### src/rtl/alu_arbiter_pkg.sv
// Shared ALU opcode/condition macros and the arbiter's common types.
`ifndef ALU_DEFS_SV
`define ALU_DEFS_SV
`define ALUOP_RANGE 3:0
`define ALUOP_ADD  4'd0
`define ALUOP_SUB  4'd1
`define ALUOP_AND  4'd2
`define ALUOP_OR   4'd3
`define ALUOP_XOR  4'd4
`define ALUOP_SLL  4'd5
`define ALUOP_SRL  4'd6
`define ALUOP_SRA  4'd7
`define ALUOP_SLT  4'd8
`define ALUOP_SLTU 4'd9
`define ALUCOND_EQ  3'd0
`define ALUCOND_NE  3'd1
`define ALUCOND_LT  3'd4
`define ALUCOND_GE  3'd5
`define ALUCOND_LTU 3'd6
`define ALUCOND_GEU 3'd7
`define ALUARB_NREQ 2
`endif

package alu_arbiter_pkg;
    localparam int NREQ = `ALUARB_NREQ;
    typedef logic [NREQ-1:0] req_vec_t;
    typedef logic [`ALUOP_RANGE] aluop_t;
    typedef logic [2:0] alucond_t;
endpackage

### src/rtl/alu_arbiter_rr_arbiter2.sv
// Two-way round-robin grant: on a tie the requester other than
// the last winner is granted.
module rr_arbiter2
    import alu_arbiter_pkg::*;
(
    input  logic     en,
    input  req_vec_t valid,
    input  logic     last,
    output req_vec_t grant
);
    always_comb begin
        grant = '0;
        if (en) begin
            unique case (valid)
                2'b01:   grant = 2'b01;
                2'b10:   grant = 2'b10;
                2'b11:   grant = last ? 2'b01 : 2'b10;
                default: grant = '0;
            endcase
        end
    end
endmodule

### src/rtl/alu_arbiter.sv
// Shares one registered ALU between two requesters with round-robin
// arbitration and per-requester response routing.
module alu_arbiter
    import alu_arbiter_pkg::*;
#(
    parameter int C_XLEN = 32
) (
    input  logic              clk_i,
    input  logic              resetb_i,
    input  logic              clk_en_i,
    input  req_vec_t          req_valid_i,
    output req_vec_t          req_ready_o,
    input  logic [C_XLEN-1:0] req0_op_left_i,
    input  logic [C_XLEN-1:0] req0_op_right_i,
    input  aluop_t            req0_op_opcode_i,
    input  logic [C_XLEN-1:0] req0_cmp_left_i,
    input  logic [C_XLEN-1:0] req0_cmp_right_i,
    input  alucond_t          req0_cmp_opcode_i,
    input  logic [C_XLEN-1:0] req1_op_left_i,
    input  logic [C_XLEN-1:0] req1_op_right_i,
    input  aluop_t            req1_op_opcode_i,
    input  logic [C_XLEN-1:0] req1_cmp_left_i,
    input  logic [C_XLEN-1:0] req1_cmp_right_i,
    input  alucond_t          req1_cmp_opcode_i,
    output logic              alu_clk_en_o,
    output logic [C_XLEN-1:0] alu_op_left_o,
    output logic [C_XLEN-1:0] alu_op_right_o,
    output aluop_t            alu_op_opcode_o,
    output logic [C_XLEN-1:0] alu_cmp_left_o,
    output logic [C_XLEN-1:0] alu_cmp_right_o,
    output alucond_t          alu_cmp_opcode_o,
    input  logic [C_XLEN-1:0] alu_op_result_i,
    input  logic              alu_cmp_result_i,
    output req_vec_t          rsp_valid_o,
    input  req_vec_t          rsp_ready_i,
    output logic [C_XLEN-1:0] rsp_op_result_o,
    output logic              rsp_cmp_result_o
);
    logic     rsp_valid_q;
    logic     rsp_owner_q;
    logic     last_grant_q;
    logic     owner_ready;
    logic     slot_free;
    logic     can_issue;
    logic     issue;
    logic     grant_id;
    req_vec_t grant;

    assign owner_ready = rsp_ready_i[rsp_owner_q];
    assign slot_free   = ~rsp_valid_q | owner_ready;
    // Qualified by reset so nothing is granted or clocked while held in reset.
    assign can_issue   = clk_en_i & slot_free & resetb_i;

    rr_arbiter2 u_rr (
        .en    (can_issue),
        .valid (req_valid_i),
        .last  (last_grant_q),
        .grant (grant)
    );

    assign issue       = |grant;
    assign grant_id    = grant[1];
    assign req_ready_o = grant;

    always_comb begin
        alu_op_left_o    = req0_op_left_i;
        alu_op_right_o   = req0_op_right_i;
        alu_op_opcode_o  = req0_op_opcode_i;
        alu_cmp_left_o   = req0_cmp_left_i;
        alu_cmp_right_o  = req0_cmp_right_i;
        alu_cmp_opcode_o = req0_cmp_opcode_i;
        if (grant_id) begin
            alu_op_left_o    = req1_op_left_i;
            alu_op_right_o   = req1_op_right_i;
            alu_op_opcode_o  = req1_op_opcode_i;
            alu_cmp_left_o   = req1_cmp_left_i;
            alu_cmp_right_o  = req1_cmp_right_i;
            alu_cmp_opcode_o = req1_cmp_opcode_i;
        end
    end

    // Freezing the ALU register keeps an unaccepted result on the bus.
    assign alu_clk_en_o = can_issue;

    always_ff @(posedge clk_i or negedge resetb_i) begin
        if (!resetb_i) begin
            rsp_valid_q  <= 1'b0;
            rsp_owner_q  <= 1'b0;
            last_grant_q <= 1'b1;
        end else if (clk_en_i) begin
            if (issue) begin
                rsp_valid_q  <= 1'b1;
                rsp_owner_q  <= grant_id;
                last_grant_q <= grant_id;
            end else if (rsp_valid_q && owner_ready) begin
                rsp_valid_q <= 1'b0;
            end
        end
    end

    assign rsp_valid_o      = {rsp_valid_q & rsp_owner_q,
                               rsp_valid_q & ~rsp_owner_q};
    assign rsp_op_result_o  = alu_op_result_i;
    assign rsp_cmp_result_o = alu_cmp_result_i;
endmodule

### config.mk
export PLATFORM = sky130hd
export DESIGN_NAME = alu_arbiter
export DESIGN_NICKNAME = d
export VERILOG_FILES = /design/src/rtl/alu_arbiter_pkg.sv /design/src/rtl/alu_arbiter_rr_arbiter2.sv /design/src/rtl/alu_arbiter.sv
export SDC_FILE = /design/constraint.sdc
export NUM_CORES = 1
export LEC_CHECK = 0
export BUFFER_PORTS_ARGS = -buffer_cell sky130_fd_sc_hd__buf_2
export CELL_PAD_IN_SITES_DETAIL_PLACEMENT = 0
export CELL_PAD_IN_SITES_GLOBAL_PLACEMENT = 1
export CORE_AREA = 5 5 182 184
export DETAILED_ROUTE_END_ITERATION = 10
export DIE_AREA = 0 0 187 189
export PLACE_DENSITY = 0.53
export SETUP_SLACK_MARGIN = 0.2
export SLEW_MARGIN = 20
export SYNTH_ARGS = -nofsm -noshare
export SYNTH_HDL_FRONTEND = slang
export SYNTH_HIERARCHICAL = 1
export SYNTH_SLANG_ARGS = --single-unit
### constraint.sdc
create_clock -name clk_i -period 1.9 [get_ports clk_i]
set_input_delay 0.095 -clock clk_i [delete_from_list [all_inputs] [get_ports clk_i]]
set_output_delay 0.095 -clock clk_i [all_outputs]
set_load 0.02 [all_outputs]
; ---- Word level (Yosys, flattened, before mapping)
; Index checks and enable logic that the tools add are counted.
[word_totals]
reg_bits = 3
output_inout_bits = 173
wordCells = 32
[classes]
order_cmp = 1
n_eq_ne = 3
n_mux = 13
bitwise = 7
n_reduce_logical = 5
[op_table]
columns = cell, n
row1 = $mux 32, 4
row2 = $pmux 2 s3, 1
row3 = $and 1x1->1, 4
row4 = $eq 2x2->1 const B, 2
row5 = $mux 1, 4
row6 = $mux 2, 2
row7 = $mux 4, 1
row8 = $reduce_and 2->1, 2
row9 = $mux 3, 1
row10 = $eq 2x1->1 const B, 1
row11 = $lt 1x2->1 const B, 1
row12 = $not 1->1, 2
row13 = $reduce_bool 2->1, 1
row14 = $reduce_or 2->1, 1
row15 = $logic_and 1x1->1, 1
row16 = $or 1x1->1, 1

; ---- Longest topological paths before layout
; Gate-level depths: netlist (run 1).
[logic_depth]
word_depth = 9
mapped_depth = 8
mapped_depth_nobuf = 6

; ---- Cells and area by module
; Netlist (run 1), hierarchy kept.
[by_module_without_submodules]
columns = mod, instances, cells_each, area_per_inst_um2, seq_area_each_um2
row1 = alu_arbiter, 1, 197, 2079.5, 76.3
row2 = rr_arbiter2, 1, 5, 21.3, 0.0

; ---- Least setup slack after synthesis (run 1)
; Ideal clock, no wire load.
[synth_path]
kind = reg-to-output
start = reg rsp_owner_q
end = out alu_cmp_left_o[0]
t_arrival_ps = 2379
required_ps = 1805
path_slack_ps = -574
path_stages_with_launch = 8
path_buffers = 2
path_cell_list = dfrtp_1 -> mux2i_1 -> a21oi_1 -> nand2_1 -> a21oi_1 -> buf_6 -> buf_6 -> mux2_2
[synth_via]
elab_chain_len = 7
[synth_rtl]
columns = element, line_no
row1 = start: declaration, alu_arbiter.sv:40  ; logic rsp_owner_q;
row2 = start signal: assignment, alu_arbiter.sv:93  ; rsp_owner_q <= grant_id;
row3 = $mux 1 (implied by the code) (2 in a row), alu_arbiter.sv:49  ; assign owner_ready = rsp_ready_i[rsp_owner_q];
row4 = $or 1x1->1, alu_arbiter.sv:50  ; assign slot_free = ~rsp_valid_q | owner_ready;
row5 = $and 1x1->1 (2 in a row), alu_arbiter.sv:52  ; assign can_issue = clk_en_i & slot_free & resetb_i;
row6 = via alu_clk_en_o, alu_arbiter.sv:25  ; output logic alu_clk_en_o,
row7 = $mux 2, alu_arbiter_rr_arbiter2.sv:13  ; if (en) begin
row8 = via req_ready_o[1], alu_arbiter.sv:12  ; output req_vec_t req_ready_o,
row9 = $mux 32, alu_arbiter.sv:72  ; if (grant_id) begin
row10 = end: declaration, alu_arbiter.sv:29  ; output logic [C_XLEN-1:0] alu_cmp_left_o,
; The timed path passes the listed nets, and every way through them passes these cells. The select of a mux whose other input is x is not followed.

; ---- Worst setup path in the final report (run 1)
[layout_path]
start = reg rsp_owner_q
end = out alu_op_right_o[21]
[layout_via]
elab_chain_len = 7
[layout_rtl]
columns = element, line_no
row1 = $mux 1 (implied by the code) (2 in a row), alu_arbiter.sv:49
row2 = $or 1x1->1, alu_arbiter.sv:50
row3 = $and 1x1->1 (2 in a row), alu_arbiter.sv:52
row4 = $mux 2, alu_arbiter_rr_arbiter2.sv:13
row5 = $mux 32, alu_arbiter.sv:72
row6 = end: declaration, alu_arbiter.sv:27  ; output logic [C_XLEN-1:0] alu_op_right_o,
; No other way between the ends. The select of a mux whose other input is x is not followed.

==> summary.txt, run 1 <==
Status
  • Status: finished with violations
  • Failing checks: setup timing

Detailed routing
  • Detail Route Antenna Nets: 0
  • First-pass DRT Iterations: 4
  • Via density: 3.180
  • Post-Route WL: 15130 um
  • Vias: 3215
  • DR iter-0 viols: 30
  • WL/cell: 14.96 um
  • DRC violations left: 0

Flow run
  • Max Cap Viol: 0

Synth
  • Synthesized Nets: 512
  • Area contributors post-synth: mux2_2 72%, buf_4 12%, buf_6 7.5%, dfrtp_1 2.4%, dfstp_2 1.3%
  • Synthesized area: 2101 um2
  • Yosys warning count: 6
  • Netlist cell types: 16
  • Sequential area share after synthesis: 3.633%
  • Post-synth top area cell: mux2_2
  • Synth top area share: 72.36%
  • Syn_area_per_cell: 10.40 um2
  • Post-synthesis register bit count: 3
  • Cells after synthesis: 202

Timing
  • RSZ-0062 raised after global routing: yes
  • Fin. Hold Viols: 0
  • Final setup violation count: 135
  • Setup ws final: -275.1 ps
  • Worst Skew: 0.9363 ps
  • Worst slew margin: 87.10%
  • Worst hold margin: 181.0 ps
  • Slew @ Worst Pin: 189.8 ps
  • Pins Over Slew Limit: 0
  • Fmax: 459.7 MHz
  • Fin crit share: 114.5%
  • Minimum clock period: 2175 ps

Power
  • Pwr Total: 1.984 mW
  • Pleak: 2.573 nW
  • Peak supply drop: 0.5320 mV
  • PwrDens: 403.5 nW/um2
  • Switch Pwr: 807.9 uW
  • Clock share of power: 17.0%
  • Internal power: 1.176 mW
  • Comb pwr share: 76.3%
  • Sw Share: 40.72%
  • Sequential share of power: 6.6%

Cells and area
  • Layout area overhead: 134.1%
  • Design area: 4917 um2
  • Finished Core Util: 15.75%
  • Layout Nets: 918
  • Commonest non-fill, non-tap cell in the layout: buf_2
  • Commonest cells after routing, fill and taps aside: 398 x buf_2, 102 x mux2_2, 33 x mux2_4
  • Layout cells sized above 1: 97.53%

Clock tree
  • Clk pin slew, worst setup/hold paths: 30 ps
  • Skew-Pair Late Insertion Delay: 230 ps
  • Root Buffer: clkbuf_16
  • Total CTS buffers: 3
  • H-tree levels: 1
  • CTS tree: done
  • Clock Sinks: 3
  • Clock Path Buffers: 2

Placed design
  • Area post-placement: 4679 um2
  • Detailed placer's ending HPWL: 14110 um
  • PortBufs: 416
  • GPL Wtd Cong: 0.8570

Worst hold path
  • HP Class: input port to register

Floorplanning
  • Io pins: 483
  • Full die area: 35340 um2
  • Cell Rows: 65
  • Core area: 31230 um2
  • DIE WIDTH: 187 um
  • Initial Util: 6.727%
  • Height of the chip: 189 um

Global routing
  • Largest net degree at the start of global routing: 18
  • Vias in the first global route: 3641
  • First-pass GRT wire length: 21390 um
  • GRT Total Usage: 7.701%
  • GRT overflow: 0
  • Initial antenna violation count: 6

Setup path
  • Critical path endpoint category: primary output
  • WS Path Type: register to primary output
  • CP arrival: 2080 ps
  • CP max FO: 15
  • Critical path required time: 1800 ps
  • CP Launch Type: register
## kinds of logic (layout without fill, tap and decap cells)
group           after synthesis  count (layout)  synth area share (%)
simple gates                  8               8                 1.846
other cells                   0               2                     0
buf+inv                      49             454                 19.71
compound gates                6               6                 1.965
flops                         3               3                 3.633
mux                         136             136                 72.84
## worst max-delay path, stage by stage (launching register included)
cell     delay (ps)
dfrtp_1         390
mux2i_2         170
a21oi_2         140
nand2_1         100
a21oi_4         190
buf_12          190
buf_4           160
mux2_2          340
buf_2           160
## final cells by class
class | instances | area (um2)
flip-flops and latches | 3 | 76.32
diodes | 2 | 5.005
well taps | 402 | 503.0
inverters | 1 | 3.754
clock buffers | 4 | 78.83
multi-input cells | 150 | 1762
fillers | 3585 | 26310
repair buffers | 449 | 2489
## path summary, 6_finish.rpt
kind / startpoint / endpoint / slack (ps) / depth (start not counted)
setup / recovery: rsp_owner_q / alu_op_right_o[21] / -280 / 8
hold / removal: clk_en_i / last_grant_q / 180 / 2
setup reg to reg: rsp_owner_q / rsp_valid_q / 320 / 8
hold reg to reg: last_grant_q / last_grant_q / 560 / 1
max in group asynchronous: resetb_i / last_grant_q / 1430 / 2
min in group asynchronous: resetb_i / rsp_owner_q / 240 / 2
## registers in the layout, summed over array words and instances, names as in the netlist
register / count
last_grant_q: 1
rsp_owner_q: 1
rsp_valid_q: 1
## Yosys cell counts (all sizes together)
library cell and instances:
nor2b 1, dfrtp 2, buf 48, nor2 1, nand2 4, inv 1, and2 1, nor3b 1
dfstp 1, o2bb2ai 1, mux2 135, mux2i 1, a22o 2, a21oi 3
## power by group through the flow
stage,clock (mW),sequential [mW],combinational (mW)
floorplan,0,0.130,0.985
global placement,0,0.129,1.48
detailed placement,0,0.130,1.48
CTS,0.340,0.129,1.50
global route,0.352,0.136,1.63
finish,0.338,0.131,1.51
## per-layer routing
| layer | up-vias | track usage [%] | share of wire [%] |
|---|---|---|---|
| met5 | - | 0 | 0.086 |
| met4 | 2 | 1.906 | 2.6 |
| met3 | 24 | 2.710 | 9.4 |
| met2 | 246 | 14.24 | 51 |
| met1 | 1420 | 8.424 | 37 |
| li1 | 1523 | - | - |
## timing repair
item,4_1_cts,5_1_grt
setup buffers,1,0
endpoints found under the setup margin,136,137
resized for setup,10,32
hold buffers,1,0
hold endpoints to repair,3,0
## metrics by stage
stage / std cells / worst slack, ps / TNS, ps
floorplan: 202 / -150.1 / -17950
global route: 1011 / -393.9 / -48480
CTS: 1009 / -277.1 / -33320
detailed placement: 1003 / -48.48 / -1592
finish: 1011 / -275.1 / -31860
global placement: 1003 / -24.43 / -400.5
Power figures use the tool's default switching activity.
==> run 2: changes to the inputs <==
--- a/config.mk
+++ b/config.mk
@@ -11,7 +11,7 @@
 export CORE_AREA = 5 5 182 184
 export DETAILED_ROUTE_END_ITERATION = 10
 export DIE_AREA = 0 0 187 189
-export PLACE_DENSITY = 0.53
+export PLACE_DENSITY_LB_ADDON = 0.25
 export SETUP_SLACK_MARGIN = 0.2
 export SLEW_MARGIN = 20
 export SYNTH_ARGS = -nofsm -noshare
==> summary.txt, run 2 (synthesis results as in run 1) <==
Cells and area
  • Commonest cells after routing, fill and taps aside: 301 x buf_2, 112 x buf_6, 96 x mux2_4
  • Layout area overhead: 190.6%
  • Finished Core Util: 19.55% (+3.8 points)
  • Layout Nets: 925 (+0.76%)
  • Biggest registers after layout: last_grant_q x1, rsp_owner_q x1, rsp_valid_q x1
  • Post-Layout Cell Count: 1018 (+0.69%)
  • Layout cells sized above 1: 97.88% (+0.35 points)
  • Commonest non-fill, non-tap cell in the layout: buf_2

Global routing
  • Largest net degree at the start of global routing: 20 (+2)
  • Initial antenna violation count: 4 (-2)
  • First-pass GRT wire length: 21710 um (+1.5%)
  • GRT Total Usage: 7.874% (+0.17 points)
  • GRT overflow: 0 (unchanged)
  • Vias in the first global route: 3500 (-3.9%)

Timing
  • Fmax: 443.8 MHz (-3.5%)
  • Fin crit share: 118.6% (+4.1 points)
  • Fin. Hold Viols: 0 (unchanged)
  • RSZ-0062 raised after global routing: yes
  • Final setup violation count: 135 (unchanged)
  • Slew @ Worst Pin: 193.2 ps (+3.416 ps)
  • Setup ws final: -353.1 ps (-77.99 ps)
  • Worst Skew: 2.881 ps (+1.945 ps)
  • Worst slew margin: 86.87% (-0.23 points)
  • Pins Over Slew Limit: 0 (unchanged)
  • Minimum clock period: 2253 ps (+77.99 ps)

Clock tree
  • Skew-Pair Late Insertion Delay: 230 ps (about the same)
  • Root Buffer: clkbuf_16
  • H-tree levels: 1 (unchanged)
  • Clock Path Buffers: 2 (unchanged)
  • Total CTS buffers: 3 (unchanged)
  • Clk pin slew, worst setup/hold paths: 30 ps (about the same)
  • CTS tree: done
  • Clock Sinks: 3 (unchanged)

Setup path
  • CP arrival: 2160 ps (+80 ps)
  • Largest stage delay, worst path: 390 ps (about the same)
  • Crit-path cells: mux2i_2, a21oi_2, nand2_2, a21oi_4, buf_12, buf_16, buf_16, mux2_2, buf_4
  • Slowest stage cell, crit path: dfrtp_1
  • Crit-path most repeated cell: buf_16
  • CP max FO: 10 (-5)
  • Cell family with most CP delay: buffers and inverters
  • Critical path required time: 1800 ps (about the same)
  • CP bufs+invs: 4 (+1)
  • Critical path endpoint category: primary output
  • CP Launch Type: register
  • WS Path Type: register to primary output

Detailed routing
  • Detail Route Antenna Nets: 0 (unchanged)
  • Vias: 3238 (+0.72%)
  • DRT met1 WL: 5850 um (+3.9%)
  • Post-Route WL: 16240 um (+7.3%)
  • Met2 WL post-DR: 8846 um (+15%)
  • WL/cell: 15.95 um (+6.6%)
  • DRC violations left: 0 (unchanged)
  • Via density: 3.181 (about the same)
  • DR top layer: met5
  • WL met3: 1300 um (-8.9%)
  • DR iter-0 viols: 59 (+97%)
  • First-pass DRT Iterations: 6 (+2)

Status
  • Failing checks: setup timing
  • Status: finished with violations

Power
  • Pleak: 3.108 nW (+21%)
  • PwrDens: 403.6 nW/um2 (about the same)
  • Peak supply drop: 0.2832 mV (-47%)

Placed design
  • PortBufs: 416 (unchanged)
  • Placed cells: 997 (-0.60%)
  • Detailed placer's ending HPWL: 13740 um (-2.6%)
  • GPL Wtd Cong: 0.7571 (-12%)

Floorplanning
  • Io pins: 483 (unchanged)
  • Height of the chip: 189 um (unchanged)
  • Cell Rows: 65 (unchanged)
  • Initial Util: 6.727% (unchanged)
  • DIE WIDTH: 187 um (unchanged)
  • Full die area: 35340 um2 (unchanged)
  • Core area: 31230 um2 (unchanged)

Worst hold path
  • HP Class: input port to primary output

Flow run
  • Max Cap Viol: 0 (unchanged)
==> run 2: changes by cell type in the layout (fill, tap and decap cells not counted), moves of 4 or more <==
cell,change
buf_8,+12
buf_6,+99
mux2_4,+63
buf_16,+4
buf_12,+5
buf_4,-17
buf_2,-97
mux2_2,-63
==> run 2: metrics by stage <==
stage,setup TNS [ps],hold WS (ps),cell area (um2),setup WS (ps),total power [mW]
floorplan,-17950,-200.6,2217,-150.1,1.115
global placement,-2452,-92.04,4647,-117.8,1.633
detailed placement,-2918,-98.04,4647,-127.8,1.619
CTS,-41520,190.1,5255,-360.5,2.170
global route,-52540,190.0,6103,-455.4,2.603
finish,-39140,190.0,6106,-353.1,2.465
==> run 2: power breakdown <==
part / switching [mW] / total [mW] / internal (mW) / leakage (nW)
logic: 0.844 / 1.99 / 1.15 / 3.04
registers: 0.0301 / 0.131 / 0.101 / 0.0332
clock network: 0.0632 / 0.341 / 0.277 / 0.0382
==> run 2: repair_timing <==
action,4_1_cts,5_1_grt
endpoints found under the setup margin,135,140
buffers inserted,5,4
gates cloned,2,3
gates resized for setup,124,215
hold buffers,1,0
endpoints found under the hold margin,3,0
pin swaps,2,4
==> run 2: routing by layer <==
layer  vias to the layer above  track usage [%]
met1                      1458            8.598
met3                        30            2.194
met4                         4            1.337
met2                       207            15.32
li1                       1539                -
met5                         -                0
==> run 2: cell type report <==
| cell class | count | area [um2] |
|---|---|---|
| Fill cell | 3499 | 25120 |
| Multi-Input combinational cell | 150 | 2016 |
| Antenna cell | 2 | 5.005 |
| Clock buffer | 4 | 78.83 |
| Sequential cell | 3 | 76.32 |
| Tap cell | 402 | 503.0 |
| Inverter | 1 | 3.754 |
| Timing Repair Buffer | 456 | 3423 |
==> run 2: worst paths after layout <==
| kind | cells after the start | slack [ps] | end | startpoint |
|---|---|---|---|---|
| setup / recovery | 9 | -350 | alu_op_right_o[28] | rsp_owner_q |
| hold / removal | 0 | 190 | rsp_op_result_o[10] | alu_op_result_i[10] |
| setup reg to reg | 11 | 80 | rsp_valid_q | rsp_owner_q |
| hold reg to reg | 1 | 570 | last_grant_q | last_grant_q |
| max in group asynchronous | 2 | 1440 | last_grant_q | resetb_i |
| min in group asynchronous | 2 | 230 | rsp_owner_q | resetb_i |
==> run 2: worst reg2reg max path, stage by stage, from the launching register on <==
cell	delay, ps
dfrtp_1	370
mux2i_2	260
a21oi_2	100
nand2_2	80
a21oi_4	40
buf_12	140
buf_12	120
buf_16	140
buf_6	120
buf_6	110
nor3b_2	150
o2bb2ai_1	80
==> run 3: changes to the inputs <==
--- a/config.mk
+++ b/config.mk
@@ -18,3 +18,4 @@
 export SYNTH_HDL_FRONTEND = slang
 export SYNTH_HIERARCHICAL = 1
 export SYNTH_SLANG_ARGS = --single-unit
+export TNS_END_PERCENT = 1
==> summary.txt, run 3 (synthesis results as in run 1) <==
Cells and area
  • Commonest cells after routing, fill and taps aside: 340 x buf_2, 79 x buf_6, 77 x mux2_2
  • Finished Core Util: 18.39% (-1.2 points)
  • Layout area overhead: 173.4%
  • Commonest non-fill, non-tap cell in the layout: buf_2
  • Layout Nets: 930 (+0.54%)
  • Layout cells sized above 1: 97.74% (-0.14 points)
  • Post-Layout Cell Count: 1022 (+0.39%)
  • Design area: 5744 um2 (-5.9%)
  • Biggest registers after layout: last_grant_q x1, rsp_owner_q x1, rsp_valid_q x1

Placed design
  • Setup WS pre-CTS: -61.06 ps (+66.76 ps)
  • Placed cells: 999 (+0.20%)
  • GPL Wtd Cong: 0.7489 (-1.1%)
  • PortBufs: 416 (unchanged)
  • Area post-placement: 4556 um2 (-2.0%)
  • Detailed placer's ending HPWL: 14620 um (+6.4%)

Power
  • PwrDens: 404.4 nW/um2 (+0.19%)
  • Pleak: 2.922 nW (-6.0%)
  • Sw Share: 38.93% (+0.89 points)
  • Pwr Total: 2.323 mW (-5.7%)
  • Switch Pwr: 904.2 uW (-3.5%)
  • Internal power: 1.419 mW (-7.1%)
  • Comb pwr share: 79.6% (-1.3 points)
  • Sequential share of power: 5.7% (+0.4 points)
  • Peak supply drop: 0.2224 mV (-21%)
  • Clock share of power: 14.7% (+0.9 points)

Setup path
  • Critical path endpoint category: primary output
  • CP max FO: 7 (-3)
  • Cell family with most CP delay: buffers and inverters
  • CP Launch Type: register
  • Crit-path cells: mux2i_2, a21oi_2, nand2_2, a21oi_4, buf_12, buf_16, clkbuf_16, mux2_4, buf_6
  • CP arrival: 2160 ps (about the same)
  • Critical path required time: 1800 ps (about the same)
  • CP bufs+invs: 4 (unchanged)
  • Slowest stage cell, crit path: dfrtp_1
  • WS Path Type: register to primary output
  • Largest stage delay, worst path: 390 ps (about the same)

Detailed routing
  • First-pass DRT Iterations: 4 (-2)
  • Detail Route Antenna Nets: 0 (unchanged)
  • DRC violations left: 0 (unchanged)
  • DR iter-0 viols: 27 (-54%)
  • Post-Route WL: 17400 um (+7.1%)
  • Vias: 3394 (+4.8%)
  • WL/cell: 17.02 um (+6.7%)
  • Via density: 3.321 (+4.4%)

Timing
  • Worst slew margin: 86.54% (-0.33 points)
  • Setup ws final: -359.3 ps (-6.188 ps)
  • Final setup violation count: 136 (+0.74%)
  • Worst Skew: 2.795 ps (-0.08588 ps)
  • Slew @ Worst Pin: 198.0 ps (+4.785 ps)
  • Fmax: 442.6 MHz (-0.27%)
  • Fin crit share: 118.9% (+0.33 points)
  • Fin. Hold Viols: 0 (unchanged)
  • RSZ-0062 raised after global routing: yes
  • Pins Over Slew Limit: 0 (unchanged)
  • Minimum clock period: 2259 ps (+6.188 ps)

Floorplanning
  • Io pins: 483 (unchanged)
  • Cell Rows: 65 (unchanged)
  • Full die area: 35340 um2 (unchanged)
  • DIE WIDTH: 187 um (unchanged)
  • Height of the chip: 189 um (unchanged)
  • Initial Util: 6.727% (unchanged)
  • Core area: 31230 um2 (unchanged)

Clock tree
  • Clk pin slew, worst setup/hold paths: 30 ps (about the same)
  • CTS tree: done
  • Skew-Pair Late Insertion Delay: 230 ps (about the same)
  • H-tree levels: 1 (unchanged)
  • Clock Path Buffers: 2 (unchanged)
  • Root Buffer: clkbuf_16
  • Clock Sinks: 3 (unchanged)
  • Total CTS buffers: 3 (unchanged)

Global routing
  • First-pass GRT wire length: 21880 um (+0.79%)
  • Vias in the first global route: 3636 (+3.9%)
  • GRT Total Usage: 7.928% (+0.054 points)
  • Largest net degree at the start of global routing: 25 (+25%)
  • GRT overflow: 0 (unchanged)
  • Initial antenna violation count: 2 (-2)

Status
  • Status: finished with violations
  • Failing checks: setup timing

Worst hold path
  • HP Class: input port to primary output

Flow run
  • Max Cap Viol: 0 (unchanged)
==> run 3: changes by cell type in the layout (fill, tap and decap cells not counted), sizes merged <==
cell    delta
clkbuf     +7
buf        -2
diode      -1
==> run 3: cell type report <==
class | count | area [um2]
fillers | 3530 | 25490
repair buffers | 461 | 3217
multi-input cells | 150 | 1863
well taps | 402 | 503.0
clock buffers | 4 | 78.83
flip-flops and latches | 3 | 76.32
inverters | 1 | 3.754
diodes | 1 | 2.502
==> run 3: what timing repair did <==
| action | CTS | global route |
|---|---|---|
| setup buffers | 1 | 5 |
| pin swaps | 0 | 2 |
| cloned | 0 | 11 |
| hold buffers | 1 | 0 |
| endpoints found under the hold margin | 3 | 0 |
| setup endpoints to repair | 136 | 139 |
| resized for setup | 8 | 229 |
==> run 3: through the flow <==
step / setup TNS (ps) / hold slack [ps]
2_1_floorplan: -17990 / -200.6
3_3_place_gp: -969.8 / -92.42
3_5_place_dp: -2411 / -92.13
4_1_cts: -34270 / 190.1
5_1_grt: -54250 / 190.0
6_report: -43120 / 190.0
==> run 3: worst reg2reg max path: stages (launching register included) <==
cell and delay [ps]:
dfrtp_1 370, mux2i_2 260, a21oi_2 100, nand2_2 80
a21oi_4 40, buf_12 150, clkbuf_16 160, buf_6 130
nor3b_1 210, o2bb2ai_1 100
==> run 3: final timing paths <==
check,start,end,slack [ps],depth (start not counted)
max,rsp_owner_q,alu_cmp_opcode_o[1],-360,9
min,alu_op_result_i[19],rsp_op_result_o[19],190,0
max reg2reg,rsp_owner_q,rsp_valid_q,160,9
min reg2reg,last_grant_q,last_grant_q,560,1
max in group asynchronous,resetb_i,last_grant_q,1420,2
min in group asynchronous,resetb_i,rsp_valid_q,250,2
==> run 3: layer usage <==
| layer | GRT usage, % | vias up | wire length, um |
|---|---|---|---|
| met3 | 2.729 | 15 | 1517 |
| met4 | 0.9954 | 0 | 212 |
| met5 | 0 | - | 0 |
| met2 | 15.96 | 285 | 9573 |
| met1 | 8.052 | 1550 | 6094 |
| li1 | - | 1544 | - |
==> run 3: power by group through the flow <==
| stage | clock network, mW | logic [mW] | registers, mW |
|---|---|---|---|
| after floorplan | 0 | 0.946 | 0.130 |
| after global placement | 0 | 1.45 | 0.132 |
| after detailed placement | 0 | 1.44 | 0.132 |
| after CTS | 0.344 | 1.46 | 0.132 |
| after global routing | 0.349 | 1.96 | 0.139 |
| final | 0.341 | 1.85 | 0.132 |
